### src/rtl/uart_tx.sv
// UART transmitter with 5-8 data bits, optional parity, 1/2 stop bits and CTS gating, driven by a 16x baud tick.
// The start bit leaves 1 clk after acceptance (or after CTS falls); tx_start is dropped unless the block is idle.
module uart_tx (
  input  logic       clk,
  input  logic       rst,
  input  logic       tick,
  input  logic       tx_start,
  input  logic [7:0] tx_data,
  input  logic [1:0] data_bit_num,
  input  logic       stop_bit_num,
  input  logic       parity_en,
  input  logic       parity_type,
  input  logic       cts_n,
  output logic       tx,
  output logic       tx_busy,
  output logic       tx_done
);

  typedef enum logic [2:0] {
    S_IDLE,
    S_WAIT_CTS,
    S_START,
    S_DATA,
    S_PARITY,
    S_STOP
  } state_t;

  state_t     r_state;
  logic [7:0] r_data;
  logic [1:0] r_bits;
  logic       r_two_stop;
  logic       r_par_en;
  logic       r_par_type;
  logic [3:0] r_tick_cnt;
  logic [2:0] r_bit_idx;
  logic       r_stop_idx;
  logic       r_tx;
  logic       r_busy;
  logic       r_done;

  logic       w_bit_end;
  logic [2:0] w_last_idx;
  logic [2:0] w_next_idx;
  logic [7:0] w_mask;
  logic       w_parity;

  assign w_bit_end  = tick && (r_tick_cnt == 4'd15);
  // Width code 00..11 maps to a last data index of 4..7.
  assign w_last_idx = {1'b1, r_bits};
  assign w_next_idx = r_bit_idx + 3'd1;

  always_comb begin
    w_mask = 8'hFF;
    case (r_bits)
      2'b00:   w_mask = 8'h1F;
      2'b01:   w_mask = 8'h3F;
      2'b10:   w_mask = 8'h7F;
      default: w_mask = 8'hFF;
    endcase
  end

  // Type 0 inverts the XOR for odd widths (5 and 7), which is what uart_rx checks against.
  assign w_parity = (^(r_data & w_mask)) ^ (~r_par_type & ~r_bits[0]);

  always_ff @(posedge clk) begin
    if (rst) begin
      r_state    <= S_IDLE;
      r_data     <= 8'h00;
      r_bits     <= 2'b00;
      r_two_stop <= 1'b0;
      r_par_en   <= 1'b0;
      r_par_type <= 1'b0;
      r_tick_cnt <= 4'd0;
      r_bit_idx  <= 3'd0;
      r_stop_idx <= 1'b0;
      r_tx       <= 1'b1;
      r_busy     <= 1'b0;
      r_done     <= 1'b0;
    end else begin
      r_done <= 1'b0;
      case (r_state)
        S_IDLE: begin
          r_tx   <= 1'b1;
          r_busy <= 1'b0;
          if (tx_start) begin
            r_data     <= tx_data;
            r_bits     <= data_bit_num;
            r_two_stop <= stop_bit_num;
            r_par_en   <= parity_en;
            r_par_type <= parity_type;
            r_busy     <= 1'b1;
            if (!cts_n) begin
              r_state    <= S_START;
              r_tx       <= 1'b0;
              r_tick_cnt <= 4'd0;
            end else begin
              r_state <= S_WAIT_CTS;
            end
          end
        end

        S_WAIT_CTS: begin
          r_tx <= 1'b1;
          if (!cts_n) begin
            r_state    <= S_START;
            r_tx       <= 1'b0;
            r_tick_cnt <= 4'd0;
          end
        end

        S_START: begin
          if (tick) r_tick_cnt <= r_tick_cnt + 4'd1;
          if (w_bit_end) begin
            r_state   <= S_DATA;
            r_bit_idx <= 3'd0;
            r_tx      <= r_data[0];
          end
        end

        S_DATA: begin
          if (tick) r_tick_cnt <= r_tick_cnt + 4'd1;
          if (w_bit_end) begin
            if (r_bit_idx == w_last_idx) begin
              if (r_par_en) begin
                r_state <= S_PARITY;
                r_tx    <= w_parity;
              end else begin
                r_state    <= S_STOP;
                r_stop_idx <= 1'b0;
                r_tx       <= 1'b1;
              end
            end else begin
              r_bit_idx <= w_next_idx;
              r_tx      <= r_data[w_next_idx];
            end
          end
        end

        S_PARITY: begin
          if (tick) r_tick_cnt <= r_tick_cnt + 4'd1;
          if (w_bit_end) begin
            r_state    <= S_STOP;
            r_stop_idx <= 1'b0;
            r_tx       <= 1'b1;
          end
        end

        S_STOP: begin
          r_tx <= 1'b1;
          if (tick) r_tick_cnt <= r_tick_cnt + 4'd1;
          if (w_bit_end) begin
            if (r_stop_idx == r_two_stop) begin
              // tx_busy stays high through the tx_done cycle and drops from IDLE.
              r_state <= S_IDLE;
              r_done  <= 1'b1;
            end else begin
              r_stop_idx <= 1'b1;
            end
          end
        end

        default: begin
          r_state <= S_IDLE;
          r_tx    <= 1'b1;
          r_busy  <= 1'b0;
        end
      endcase
    end
  end

  assign tx      = r_tx;
  assign tx_busy = r_busy;
  assign tx_done = r_done;

endmodule

### config.mk
export PLATFORM = sky130hd
export DESIGN_NAME = uart_tx
export DESIGN_NICKNAME = d
export VERILOG_FILES = /design/src/rtl/uart_tx.sv
export SDC_FILE = /design/constraint.sdc
export NUM_CORES = 1
export LEC_CHECK = 0
export CORE_ASPECT_RATIO = 1.4
export CORE_MARGIN = 3
export CORE_UTILIZATION = 40
export DETAILED_ROUTE_END_ITERATION = 8
export PLACE_DENSITY = 0.72
export RECOVER_POWER = 50
export SYNTH_ARGS = -nofsm -noshare
export SYNTH_HDL_FRONTEND = slang
export SYNTH_SLANG_ARGS = --single-unit
### constraint.sdc
create_clock -name clk -period 1.65 [get_ports clk]
set_input_delay 0.33 -clock clk [delete_from_list [all_inputs] [get_ports clk]]
set_output_delay 0.33 -clock clk [all_outputs]
set_load 0.01 [all_outputs]
==> results of run 1 <==
[final timing paths]
check / end / slack [ps] / startpoint
worst max register to register: tx$_SDFFE_PP1P_ / -20 / r_bit_idx[0]$_SDFFE_PP0P_
worst max-delay path: r_bit_idx[2]$_SDFFE_PP0P_ / -30 / tick
worst min-delay path: r_par_type$_SDFFE_PP0P_ / 470 / r_par_type$_SDFFE_PP0P_
worst min register to register: r_par_type$_SDFFE_PP0P_ / 470 / r_par_type$_SDFFE_PP0P_
[power by group through the flow]
stage,registers [uW],clock network (uW),logic [uW]
2_1_floorplan,862,0,758
3_3_place_gp,886,0,1160
3_5_place_dp,893,0,1170
4_1_cts,878,391,1180
5_1_grt,903,416,1320
6_report,881,380,1190
[registers in the layout (all words and copies together) (netlist names)]
name,count
tx,1
r_state,3
r_bit_idx,3
tx_done,1
r_bits,2
r_tick_cnt,4
r_par_type,1
r_data,8
r_par_en,1
r_two_stop,1
r_stop_idx,1
tx_busy,1
[cells in the mapped netlist (2+ instances only)]
cell       n  area, sq um
ha_1       2         25.0
clkbuf_8   2         27.5
a311oi_1   2         17.5
xor2_1     3         26.3
o21ai_0    6         30.0
nor2_1    15         56.3
nand2_1   41          154
and2b_1    2         15.0
or3_1      2         12.5
nand2b_1   4         25.0
nand4_1    3         18.8
buf_6      2         22.5
mux2i_1    2         20.0
a22oi_1    3         22.5
a21oi_1   25          125
o211ai_1   3         22.5
clkbuf_1   5         18.8
dfxtp_1   27          541
inv_1      3         11.3
nor3_1     4         20.0
mux4_1     2         52.6
xnor2_1    9         78.8
o31ai_1    3         22.5
o21a_1     2         15.0
nand3_1    3         15.0
nand3b_1   2         15.0
[through the flow]
step	instance area, sq um	setup WS (ps)	power [uW]	util, %
after detailed placement	1990	-272	2060	53.6
after floorplan	1580	0.117	1620	-
final	2070	-34.5	2450	55.9
after global routing	2070	-122	2640	55.9
after global placement	1990	-194	2050	53.6
after CTS	2040	-30.4	2450	55.0
[per-layer routing]
| metal | vias up | part of all wire [%] | routed length, um |
|---|---|---|---|
| met5 | - | 0 | 0 |
| met4 | 0 | 1.7 | 62 |
| met3 | 5 | 2.4 | 88 |
| met2 | 20 | 51 | 1900 |
| met1 | 689 | 45 | 1680 |
| li1 | 776 | - | - |
[layout make-up]
cell class	count	area [sq um]
clock buffer	4	45.0
fill	375	1630
inverter	3	11.3
multi-input combinational	154	973
sequential	27	547
tap	42	52.6
timing repair buffer	53	445
[logic make-up after synthesis]
family | after synthesis
AND/OR/NAND/NOR | 85
adder cells (fa/ha/maj) | 2
multiplexers | 4
buffers and inverters | 13
XOR/XNOR | 12
AO/OA/AOI/OAI | 51
flip-flops | 27
[what timing repair did]
action,in CTS,in global routing
resized for setup,6,8
hold buffers,0,0
endpoints found under the setup margin,3,6
buffers inserted,1,1
pin swaps,3,5
[critical path, cell delays in order]
cell and delay [ps]:
dlygate4sd3_1 580, and4_4 260, nand2_1 100, or3_1 320
a311oi_1 270
==> flow_metrics.tcl, run 1 <==
set metrics [dict create \
    chipWidth_um 58.8 \
    critPathCaptureType "register" \
    min_period_over_period_pct 102 \
    core_area_sq_mm 0.00371 \
    pwr-share-seq_pct 35.9 \
    hold_viol_final 0 \
    skew_ps 5.91 \
    final-instance-count-excl-fill 283 \
    async_flop_share_pct 0 \
    syn-num-nets 214 \
    drt_wl_total_um 3730 \
    vias 1490 \
    tns_ps -51.5 \
    ir_worst_vdd_mv 0.642 \
    setup_viol 2 \
    p_int_uw 1530 \
    grt_use_met3_pct 1.94 \
    synth_seq_area_share_pct 34.6 \
    grt-ovfl-total 0 \
    syn-cell-area_sq_mm 0.00156 \
    min_path_cells 2 \
    synthMuxAreaShare_pct 4.64 \
    synth_fa_ha_area_share_pct 1.60 \
    final_common_cell "nand2_1" \
    track_usage_pct 18.2 \
    drtPass1Iterations 4 \
    clock_latency_ps 280 \
    drtAntennaViolNets 0 \
    min_period_ps 1680 \
    synth_warnings 0 \
    max_clock_freq_ghz 0.594 \
    setup_slack_ps -34.5 \
    busiest_layer "met2" \
    cp-start-kind "primary input" \
    route.detailed.drc 0 \
    synth_top_family_by_area "simple AND/OR/NAND/NOR gates" \
    vias_per_cell 5.27 \
    synthCells 194 \
    synth_xor_area_share_pct 6.73 \
    grt_max_degree 24 \
    met1_usage_pct 23.5 \
    synth_compound_area_share_pct 20.1 \
    critPathRequiredTime_ps 1830 \
    nNetsFinal 262 \
    path_class "primary input to register" \
    clk_path_buf_depth 2 \
    n_antenna_cell 0 \
    mostFrequentLayoutCells "41 x nand2_1, 31 x buf_4, 25 x a21oi_1, 24 x dfxtp_1, 17 x clkdlybuf4s50_1" \
    power.clock.fraction_pct 15.5 \
    crit_fanout 4 \
    dp_hpwl_um 2850 \
    root_buffer "clkbuf_8" \
    fp-row-count 26 \
    tritoncts "built" \
    wl_per_cell_um 13.2 \
    violations "negative setup slack" \
    dp.cells 277 \
    status "complete, but fails checks" \
    initial_core_util_pct 42.1 \
    drv_slew 0 \
    p_sw_uw 921 \
    relSlewSlack_pct 74.2 \
    syn_area_per_cell_sq_um 8.06 \
    hold_ws_ps 469 \
    synthDistinctLibCells 43 \
    cts_buffers 3 \
    grt_setup_unrepaired "yes" \
    numPortBuffers 20 \
    pwr-share-comb_pct 48.6 \
    sw_frac_of_total_pct 37.6 \
    maxCapViolCount 0 \
    area_growth_pct 32.7 \
    path_clk_slew_ps 90 \
    drive_gt1_share_pct 21.2 \
    ys_ff_latch 27 \
    antenna_found_initial 0 \
    p_leak_uw 0.000836 \
    ys.flop_type "dfxtp_1" \
    die_h_um 80.0 \
    die_area_sq_mm 0.00470 \
    hp-class "register to register" \
    drt-initial-drc-count 22 \
    grt_pass1_wl_um 6750 \
    arrival_ps 1860 \
    ioPinCount 21 \
    grt_pass1_vias 1515 \
    pwr_density_cell_mw_per_mm2 1180 \
    numClockSinks 27 \
    synthSimpleGateAreaFrac_pct 26.9 \
    met2_usage_pct 30.0 \
    worst_slew_pin_slew_ps 385 \
    rr_worst_depth 6 \
    gp_congestion 0.908 \
    synth-edff-count 0 \
    h-tree-depth 1 \
]
Power figures use the tool's default switching activity.
==> inputs of run 2 (changes only) <==
- SLEW_MARGIN: not set -> 40
==> results of run 2 <==
Final layout, timing and power as in run 1 (identical DEF).
==> inputs of run 3 (changes only) <==
- PLACE_DENSITY: 0.72 -> 0.69
- clock period: 1.65 -> 1.9 ns (I/O delays scaled with it)
==> run 3 against run 2 <==
  * Cell area is 8.3% lower
  * Non-clock buffer count is 18 lower
  * Critical endpoint is now tx$_SDFFE_PP1P_
  * Worst setup slack better by 160 ps
  * Sequential cell count unchanged
  * Critical path depth grew 1
  * Clock power down 14%
  * Hold slack better by 4.0 ps
  * Global-route usage is 2.9 points lower
  * Core utilization decreased by 4.7 points
  * Register-to-register slack improved by 150 ps
  * The flow now finishes without violations
==> flow_metrics.tcl, run 3 (synthesis results as in run 1) <==
set metrics [dict create \
    status "finished clean" \
    min_period_ps 1770 \
    drtPass1Iterations 4 \
    arrival_ps 1930 \
    worst_slew_pin_slew_ps 379 \
    dp_hpwl_um 2520 \
    grt_pass1_wl_um 5720 \
    hold_viol_final 0 \
    grt_setup_unrepaired "no" \
    die_h_um 80.0 \
    cts_buffers 3 \
    pwr_density_cell_mw_per_mm2 1030 \
    clock_latency_ps 270 \
    min_period_over_period_pct 93.2 \
    grt_max_degree 18 \
    gp_congestion 0.860 \
    tns_ps 0 \
    cp-start-kind "register" \
    path_class "register to register" \
    reg_top3 "r_data x8, r_tick_cnt x4" \
    maxCapViolCount 0 \
    antenna_found_initial 0 \
    clk_path_buf_depth 2 \
    n_antenna_cell 0 \
    ioPinCount 21 \
    grt_pass1_vias 1361 \
    critPathCaptureType "register" \
    drive_gt1_share_pct 10.8 \
    nNetsFinal 244 \
    largest_reg_flops 8 \
    ir_worst_vdd_mv 0.594 \
    path_clk_slew_ps 90 \
    root_buffer "clkbuf_8" \
    tritoncts "built" \
    drtAntennaViolNets 0 \
    h-tree-depth 1 \
    max_clock_freq_ghz 0.565 \
    fp-row-count 26 \
    cpMaxStageDelayCell "mux4_1" \
    critPathBufInv 0 \
    route.detailed.drc 0 \
    setup_viol 0 \
    grt-ovfl-total 0 \
    critPathMaxStageDelay_ps 570 \
    critPathTopFamily "multiplexers" \
    vias 1446 \
    p_leak_uw 0.000755 \
    skew_ps 1.69 \
    drv_slew 0 \
    die_area_sq_mm 0.00470 \
    critPathRequiredTime_ps 2060 \
    relSlewSlack_pct 74.7 \
    area_growth_pct 21.7 \
    track_usage_pct 15.3 \
    num-fill-cells 392 \
    numClockSinks 27 \
    reg2reg_slack_ps 130 \
    vias_per_cell 5.46 \
    drt-initial-drc-count 15 \
    core_area_sq_mm 0.00371 \
    final_common_cell "nand2_1" \
    hp-class "register to register" \
    numPortBuffers 20 \
    chipWidth_um 58.8 \
    wl_per_cell_um 12.6 \
    mostFrequentLayoutCells "41 x nand2_1, 25 x a21oi_1, 24 x dfxtp_1, 18 x clkdlybuf4s50_1, 15 x nor2_1" \
    utilization_pct 51.3 \
    drt_wl_total_um 3330 \
    crit_fanout 3 \
    ctsHoldBuffers 0 \
    initial_core_util_pct 42.1 \
    largest_register "r_data" \
    cp_cell_sequence "ha_1 > mux4_1 > mux2i_1 > nand2_1 > nand3_1 > o211ai_1" \
]
## run 3: power by group
group / leakage (uW) / switching (uW) / internal [uW] / total (uW)
Combinational: 0.000508 / 407 / 407 / 814
Clock: 0.0000255 / 180 / 147 / 326
Sequential: 0.000221 / 148 / 665 / 813
Total: 0.000755 / 735 / 1220 / 1950
## run 3: final cells by class
| cell class | count | area (sq um) | share of cell area, % |
|---|---|---|---|
| Inverter | 3 | 11.3 | 0.592 |
| Clock buffer | 3 | 41.3 | 2.17 |
| Multi-Input combinational cell | 154 | 938 | 49.3 |
| Tap cell | 42 | 52.6 | 2.76 |
| Sequential cell | 27 | 544 | 28.6 |
| Timing Repair Buffer | 35 | 309 | 16.3 |
| Clock inverter | 1 | 5.00 | 0.263 |
## run 3: worst min-delay path: stages, from the launching register on
cell and delay, ps:
dfxtp_1 330, nand2_1 50, a21oi_1 50
## run 3: metrics by stage
step	total power [uW]	instance area, sq um	std cells	setup WS [ps]	hold WS (ps)
finish	1950	1900	265	129	473
global route	2110	1900	265	27.7	511
floorplan	1410	1560	194	212	437
global placement	1610	1850	260	-24.0	458
detailed placement	1620	1850	260	-81.6	457
CTS	1950	1890	264	120	471
## run 3: path summary, 6_finish.rpt
| path | startpoint | end | cells after the start |
|---|---|---|---|
| worst max-delay path | r_bit_idx[1]$_SDFFE_PP0P_ | tx$_SDFFE_PP1P_ | 6 |
| worst min-delay path | r_par_type$_SDFFE_PP0P_ | r_par_type$_SDFFE_PP0P_ | 2 |
| worst max register to register | r_bit_idx[1]$_SDFFE_PP0P_ | tx$_SDFFE_PP1P_ | 6 |
| worst min register to register | r_par_type$_SDFFE_PP0P_ | r_par_type$_SDFFE_PP0P_ | 2 |
## run 3: metal layers
layer | up-vias | GRT usage [%] | share of wire [%]
li1 | 742 | - | -
met1 | 673 | 18.6 | 46
met2 | 24 | 25.3 | 49
met3 | 7 | 2.91 | 2.9
met4 | 0 | 7.03 | 2.1
met5 | - | 0 | 0
## run 3: repair_timing
action	4_1_cts	5_1_grt
endpoints found under the setup margin	0	14
gates resized for setup	0	4
buffers inserted	0	1
